[config.mk]
export PLATFORM = sky130hd
export DESIGN_NAME = seq_detect_moore
export DESIGN_NICKNAME = d
export VERILOG_FILES = /design/src/rtl/seq_detect_moore.sv
export SDC_FILE = /design/constraint.sdc
export NUM_CORES = 1
export LEC_CHECK = 0
export ABC_CLOCK_PERIOD_IN_PS = 6650
export CAP_MARGIN = 40
export CORE_MARGIN = 5
export CORE_UTILIZATION = 30
export DETAILED_ROUTE_END_ITERATION = 12
export GPL_TIMING_DRIVEN = 0
export HOLD_SLACK_MARGIN = 0.12
export SETUP_SLACK_MARGIN = 0.4
export SYNTH_ARGS = -nofsm -noshare
export SYNTH_HDL_FRONTEND = slang
export SYNTH_SLANG_ARGS = --single-unit
[constraint.sdc]
create_clock -name clk -period 6.65 [get_ports clk]
set_input_delay 1.33 -clock clk [delete_from_list [all_inputs] [get_ports clk]]
set_output_delay 1.33 -clock clk [all_outputs]
set_load 0.01 [all_outputs]
[src/rtl/seq_detect_moore.sv]
// Moore serial pattern detector for an N-bit PATTERN (MSB first on the stream).
// Next-state table is derived from PATTERN at elaboration; a saturating counter tracks hits.
module seq_detect_moore #(
  parameter int             N       = 4,
  parameter logic [N-1:0]   PATTERN = 4'b1101,
  parameter bit             OVERLAP = 1'b1,
  parameter int             CNT_W   = 8
) (
  input  logic             clk,
  input  logic             rst_n,
  input  logic             en,
  input  logic             x,
  input  logic             clr,
  output logic             z,
  output logic [CNT_W-1:0] match_cnt,
  output logic             cnt_sat
);

  localparam int SW   = $clog2(N+1);
  localparam int NTBL = 1 << SW;

  typedef logic [SW-1:0] state_t;

  localparam state_t S0 = '0;
  localparam state_t SN = state_t'(N);

  // Stream-order bit i of the pattern (i=0 is the first bit expected).
  function automatic int pat_bit(int i);
    logic [31:0] p;
    p = 32'(PATTERN);
    return int'((p >> (N-1-i)) & 32'd1);
  endfunction

  // Longest proper border of the whole pattern.
  function automatic int border();
    int  b;
    bit  ok;
    b = 0;
    for (int len = 1; len < N; len++) begin
      ok = 1'b1;
      for (int t = 0; t < len; t++)
        if (pat_bit(N-len+t) != pat_bit(t)) ok = 1'b0;
      if (ok) b = len;
    end
    return b;
  endfunction

  // KMP transition: from Sk consume xb; SN first collapses to its restart state.
  function automatic int delta(int k, int xb);
    int kk, j, idx, sb;
    bit ok;
    if (k > N)       return 0;
    if (k == N)      kk = OVERLAP ? border() : 0;
    else             kk = k;
    j = 0;
    for (int len = 1; len <= kk+1; len++) begin
      ok = 1'b1;
      for (int t = 0; t < len; t++) begin
        idx = kk + 1 - len + t;
        sb  = (idx == kk) ? xb : pat_bit(idx);
        if (sb != pat_bit(t)) ok = 1'b0;
      end
      if (ok) j = len;
    end
    return j;
  endfunction

  state_t nxt0 [NTBL];
  state_t nxt1 [NTBL];

  for (genvar k = 0; k < NTBL; k++) begin : g_tbl
    localparam state_t NX0 = state_t'(delta(k, 0));
    localparam state_t NX1 = state_t'(delta(k, 1));
    assign nxt0[k] = NX0;
    assign nxt1[k] = NX1;
  end

  state_t           state_q, state_d;
  logic [CNT_W-1:0] cnt_q, cnt_d;
  logic             sat_q, sat_d;
  logic             inc;

  always_ff @(posedge clk or negedge rst_n) begin
    if (!rst_n) begin
      state_q <= S0;
      cnt_q   <= '0;
      sat_q   <= 1'b0;
    end else begin
      state_q <= state_d;
      cnt_q   <= cnt_d;
      sat_q   <= sat_d;
    end
  end

  always_comb begin
    state_d = state_q;
    cnt_d   = cnt_q;
    sat_d   = sat_q;
    // x is only looked at when en is high, so an undriven x during a stall is harmless
    if (en) state_d = x ? nxt1[state_q] : nxt0[state_q];
    inc = en && (state_d == SN);
    if (clr) begin
      cnt_d = '0;
      sat_d = 1'b0;
    end else begin
      if (inc && !(&cnt_q)) cnt_d = cnt_q + 1'b1;
      if (&cnt_d)           sat_d = 1'b1;
    end
  end

  assign z         = (state_q == SN);
  assign match_cnt = cnt_q;
  assign cnt_sat   = sat_q;

endmodule

### After elaboration in Yosys (flattened, before gate mapping)

Memory sizes are Yosys's and may differ from the RTL's.
Index checks and enable logic that the tools add are counted.
Widths: inputs -> output; s select.

| storage, ports and cells | value |
|---|---|
| register bits after elaboration | 12 |
| memory bits (read-only) | 48 |
| input port bits | 5 |
| output and inout bits | 10 |
| memories | 2 |

| cells by class | value |
|---|---|
| add/subtract/negate cells | 1 |
| magnitude comparators | 1 |
| equality and inequality tests | 2 |
| mux-type cells | 11 |
| bitwise operators | 1 |
| reductions and logical operators | 6 |

Memory list:

| name | words | width | rd ports | clocked after Yosys merged registers in | write ports | RTL line | text |
|---|---|---|---|---|---|---|---|
| (name not given) | 8 | 3 | 1 | 0 | 0 | 100 | `if (en) state_d = x ? nxt1[state_q] : nxt0[state_q];` |
| (name not given) | 8 | 3 | 1 | 0 | 0 | 100 |  |

Operator list:

| cell | count |
|---|---|
| $mux 8 | 3 |
| $mux 3 | 6 |
| $reduce_and 8->1 | 2 |
| $add 8x1->8 const B | 1 |
| $eq 3x3->1 const B | 2 |
| $ge 4x4->1 const B | 1 |
| $not 3->4 | 1 |
| $logic_and 1x1->1 | 2 |
| $mux 1 | 2 |
| $reduce_bool 2->1 | 1 |
| $logic_not 1->1 | 1 |

### Longest topological paths before layout

| depth | value |
|---|---|
| depth in word-level cells | 14 |
| gate-level depth with buffers | 7 |
| mapped depth without buffers | 7 |

### Least setup slack after synthesis

OpenSTA, ideal clock, no wires.

| timing | value |
|---|---|
| kind | input to register |
| start point | input en |
| end point | register sat_q, in the netlist cnt_sat |
| library setup time | 0.094 ns |
| arrival | 2.685 ns |
| setup slack | 3.871 ns |
| stages | 5 |
| path through | nand4b_2 > or3_1 > or3_1 > a221o_1 > a221oi_2 |

| on the way | value |
|---|---|
| longest elaborated chain between the ends | 8 |

Ends and longest elaborated chain:

| element | RTL line | text |
|---|---|---|
| start, declared | 11 | `input logic en,` |
| $mux 3 | 100 |  |
| $eq 3x3->1 | 101 | `inc = en && (state_d == SN);` |
| $logic_and 1x1->1 (*) | 101 |  |
| $logic_and 1x1->1 (*) | 106 | `if (inc && !(&cnt_q)) cnt_d = cnt_q + 1'b1;` |
| $mux 8 (*) | 106 |  |
| $mux 8 (*) | 102 | `if (clr) begin` |
| $reduce_and 8->1 (*) | 107 | `if (&cnt_d) sat_d = 1'b1;` |
| $reduce_bool 2->1 (no source line) (*) | n/a |  |
| end signal, assigned | 91 | `sat_q <= sat_d;` |
| end, declared | 80 | `logic sat_q, sat_d;` |

Every way passes the cells marked *; elsewhere a longest branch is shown, timed or not. The select of a mux whose other input is x is not followed.
A chain may end at the register's enable or synchronous reset.

### Final worst setup path

Ends and elaborated chain as after synthesis.

==> metrics.md <==
| Metric | Value |
|---|---|
| Status | `finished clean` |
| PortBufs | `13` |
| Worst skew pair latency | `0.27 ns` |
| TritonCTS Buffers | `3` |
| Clock buffer depth | `2` |
| Placed insts | `137` |
| Initial core utilization | `0.308` |
| Setup Skew | `between 0.004 and 0.005 ns` |
| CTS tree | `yes` |
| Area post-placement | `about 0.0010 mm2` |
| CP max FO | `6` |
| # nets final | `121` |
| H-tree depth | `1` |
| Diode count | `0` |
| Slew HR | `0.613` |
| Total wire length | `about 1800 um` |
| Switch share | `0.317` |
| Vias in the first global route | `657` |
| CTS root buf | `clkbuf_4` |
| GPL Wtd Cong | `0.829` |
| WP data required | `6.83 ns` |
| Logic pwr share | `0.262` |
| Worst vdd ir | `between 100 and 150 uV` |
| Fmax | `roughly 0.31 GHz` |
| Worst-margin pin slew | `about 0.58 ns` |
| CTS Sinks | `12` |
| Core Region | `approximately 0.0027 mm2` |
| Vias/cell | `slightly above 5` |
| Int Pwr | `0.132 mW` |
| Setup Buffers After CTS | `0` |
| Routed len/inst | `12.8 um` |
| Non-Filler Instances | `141` |
| Register area share after synthesis | `0.359` |
| Drt initial violations | `14` |
| Slew Viols, Final | `0` |
| Mapped Area | `around 840 um2` |
| First-pass GRT wire length | `between 3000 and 4000 um` |
| I/O pins | `15` |
| Clock Power Share | `0.303` |
| Setup_tns | `0 ns` |
| DR pass1 iterations | `4` |
| RSZ-0062 raised after global routing | `false` |
| Drt drc | `0` |
| Post-Syn Instances | `93` |
| MaxCap Viol Count | `0` |
| Clock Pin Slew Worst Setup and Hold Paths | `0.08 ns` |
| Fin crit share | `0.485` |
| Crit path capture type | `register` |
| Post-Place Worst Slack | `3.15 ns` |
| Critical path class | `in -> reg` |
| NetSw | `0.0614 mW` |
| Width of the chip | `62.8 um` |
| Hold Violations, Final | `0` |
| Via count | `730` |
| FP Rows | `19` |
| Setup crit start kind | `input pin` |
| Leak Pwr | `0.424 nW` |
| Synth cell types | `34` |
| Min Clock Period, post-route | `3.22 ns` |
| Layout area overhead | `24.6%` |
| Pin count of the biggest net entering global routing | `13` |
| Final ANT Viol Nets | `0` |
| Hpwl dp | `1350 um` |
| Initial antenna violation count | `0` |
| Critical path arrival | `3.41 ns` |
| Avg Inst Size Synth | `8.99 um2` |
| Worst Hold Class | `reg -> reg` |
| Final setup viols | `0` |
| Resize count post-CTS | `0` |
| Fill cell count | `282` |
| Die height | `62.8 um` |
| Die area | `0.00394 mm2` |
| Yosys reg bits | `12` |
| Final Power | `a little under 0.2 mW` |
| Total Routing Usage GR | `0.0912` |
| Setup ws final | `3.43 ns` |
| PwrDens | `186 mW/mm2` |
| GR Overflow Total | `0` |
| Sequential power share | `0.435` |
| Synth warn | `0` |
| Syn Nets | `between 100 and 150` |
| Design Area, Final | `0.00104 mm2` |
| Share of cells above drive strength 1 | `0.109` |
| Hold-fix buffers, CTS | `0` |
[registers in the layout (all words and copies together), names as in the netlist]
| signal | cells |
|---|---|
| cnt_sat | 1 |
| match_cnt | 8 |
| state_q | 3 |
[worst paths after layout]
check                                start            to  slack [ns]  depth (start not counted)
worst max-delay path                    en       cnt_sat        3.43                          6
worst min-delay path               cnt_sat       cnt_sat        0.55                          2
worst max register to register  state_q[0]       cnt_sat        4.41                          6
worst min register to register     cnt_sat       cnt_sat        0.55                          2
max in group asynchronous            rst_n  match_cnt[0]        4.86                          1
min in group asynchronous            rst_n  match_cnt[5]        1.42                          1
[metal layers]
| metal | track usage | up-vias | share of wire | wire length [um] |
|---|---|---|---|---|
| met2 | 0.142 | 11 | 0.46 | 831 |
| met4 | 0.0424 | 0 | 0.013 | 24 |
| met5 | 0 | - | 0 | 0 |
| met3 | 0.0234 | 4 | 0.039 | 71 |
| li1 | - | 373 | - | - |
| met1 | 0.116 | 342 | 0.49 | 873 |
[critical path, cell delays in order]
cell,delay [ns]
clkdlybuf4s50_1,0.58
nand4b_2,0.19
or3_1,0.35
or3_1,0.34
a221o_1,0.35
a221oi_2,0.26
[through the flow]
| stage | hold WS, ns | util |
|---|---|---|
| after floorplan | 0.551 | - |
| after global placement | 0.541 | 0.371 |
| after detailed placement | 0.542 | 0.371 |
| after CTS | 0.554 | 0.384 |
| after global routing | 0.587 | 0.384 |
| final | 0.545 | 0.384 |
[layout make-up]
class / instances / area, um2 / area share
multi-input cells: 71 / 478 / 0.459
flip-flops and latches: 12 / 300 / 0.288
repair buffers: 13 / 130 / 0.125
well taps: 31 / 38.8 / 0.0373
clock buffers: 4 / 36.3 / 0.0349
plain buffers: 4 / 35.0 / 0.0337
inverters: 6 / 22.5 / 0.0216
[Yosys cell counts]
| cell type | n | share of area |
|---|---|---|
| dfrtp_1 | 12 | 0.36 |
| nand2_1 | 8 | 0.036 |
| nand3_1 | 7 | 0.042 |
| nor2_1 | 7 | 0.031 |
| inv_1 | 6 | 0.027 |
| ha_1 | 5 | 0.075 |
| nand4_1 | 5 | 0.037 |
| xor2_1 | 5 | 0.052 |
| a21oi_1 | 4 | 0.024 |
| o21ai_0 | 4 | 0.024 |
| and2_1 | 2 | 0.015 |
| and3_1 | 2 | 0.015 |
| clkbuf_1 | 2 | 0.0090 |
| clkbuf_8 | 2 | 0.033 |
| nor2b_1 | 2 | 0.015 |
| or3_1 | 2 | 0.015 |
| a211oi_1 | 1 | 0.0090 |
| a221o_1 | 1 | 0.012 |
| a221oi_2 | 1 | 0.018 |
| a31o_2 | 1 | 0.010 |
| a31oi_1 | 1 | 0.0075 |
| and2b_2 | 1 | 0.010 |
| mux2i_1 | 1 | 0.012 |
| nand3_2 | 1 | 0.012 |
| nand4b_1 | 1 | 0.010 |
| nand4b_2 | 1 | 0.018 |
| nor3_1 | 1 | 0.0060 |
| nor3_2 | 1 | 0.012 |
| nor4_1 | 1 | 0.0075 |
| o2111ai_1 | 1 | 0.010 |
| o211ai_1 | 1 | 0.0090 |
| o21a_1 | 1 | 0.0090 |
| o22ai_1 | 1 | 0.0075 |
| o31ai_1 | 1 | 0.0090 |
[power by group through the flow]
stage	sequential, mW	combinational [mW]	clock (mW)
floorplan	0.0844	0.0368	0
global placement	0.0852	0.0483	0
detailed placement	0.0858	0.0510	0
CTS	0.0843	0.0514	0.0608
global route	0.0853	0.0581	0.0645
finish	0.0843	0.0509	0.0588
[placed cells by master (no fill, tap or decap), types with 2 or more instances in the layout]
master	instances
xor2_1	5
o21ai_0	4
or3_1	2
clkbuf_8	3
clkbuf_1	2
nand4_1	5
a21oi_1	4
ha_1	5
dfrtp_1	12
clkbuf_4	3
clkdlybuf4s50_1	13
and2_1	2
nand2_1	8
nand3_1	7
inv_1	6
nor2b_1	2
nor2_1	7
and3_1	2
[cells by family after synthesis]
family,Yosys count,share of synthesized area
and+or+nand+nor,42,0.283
buffers and inverters,10,0.0689
DFF,12,0.359
xor gates and xnor gates,5,0.0524
AOI/OAI and AO/OA,18,0.150
adders and majority gates,5,0.0749
muxes,1,0.0120
Power figures use the tool's default switching activity.
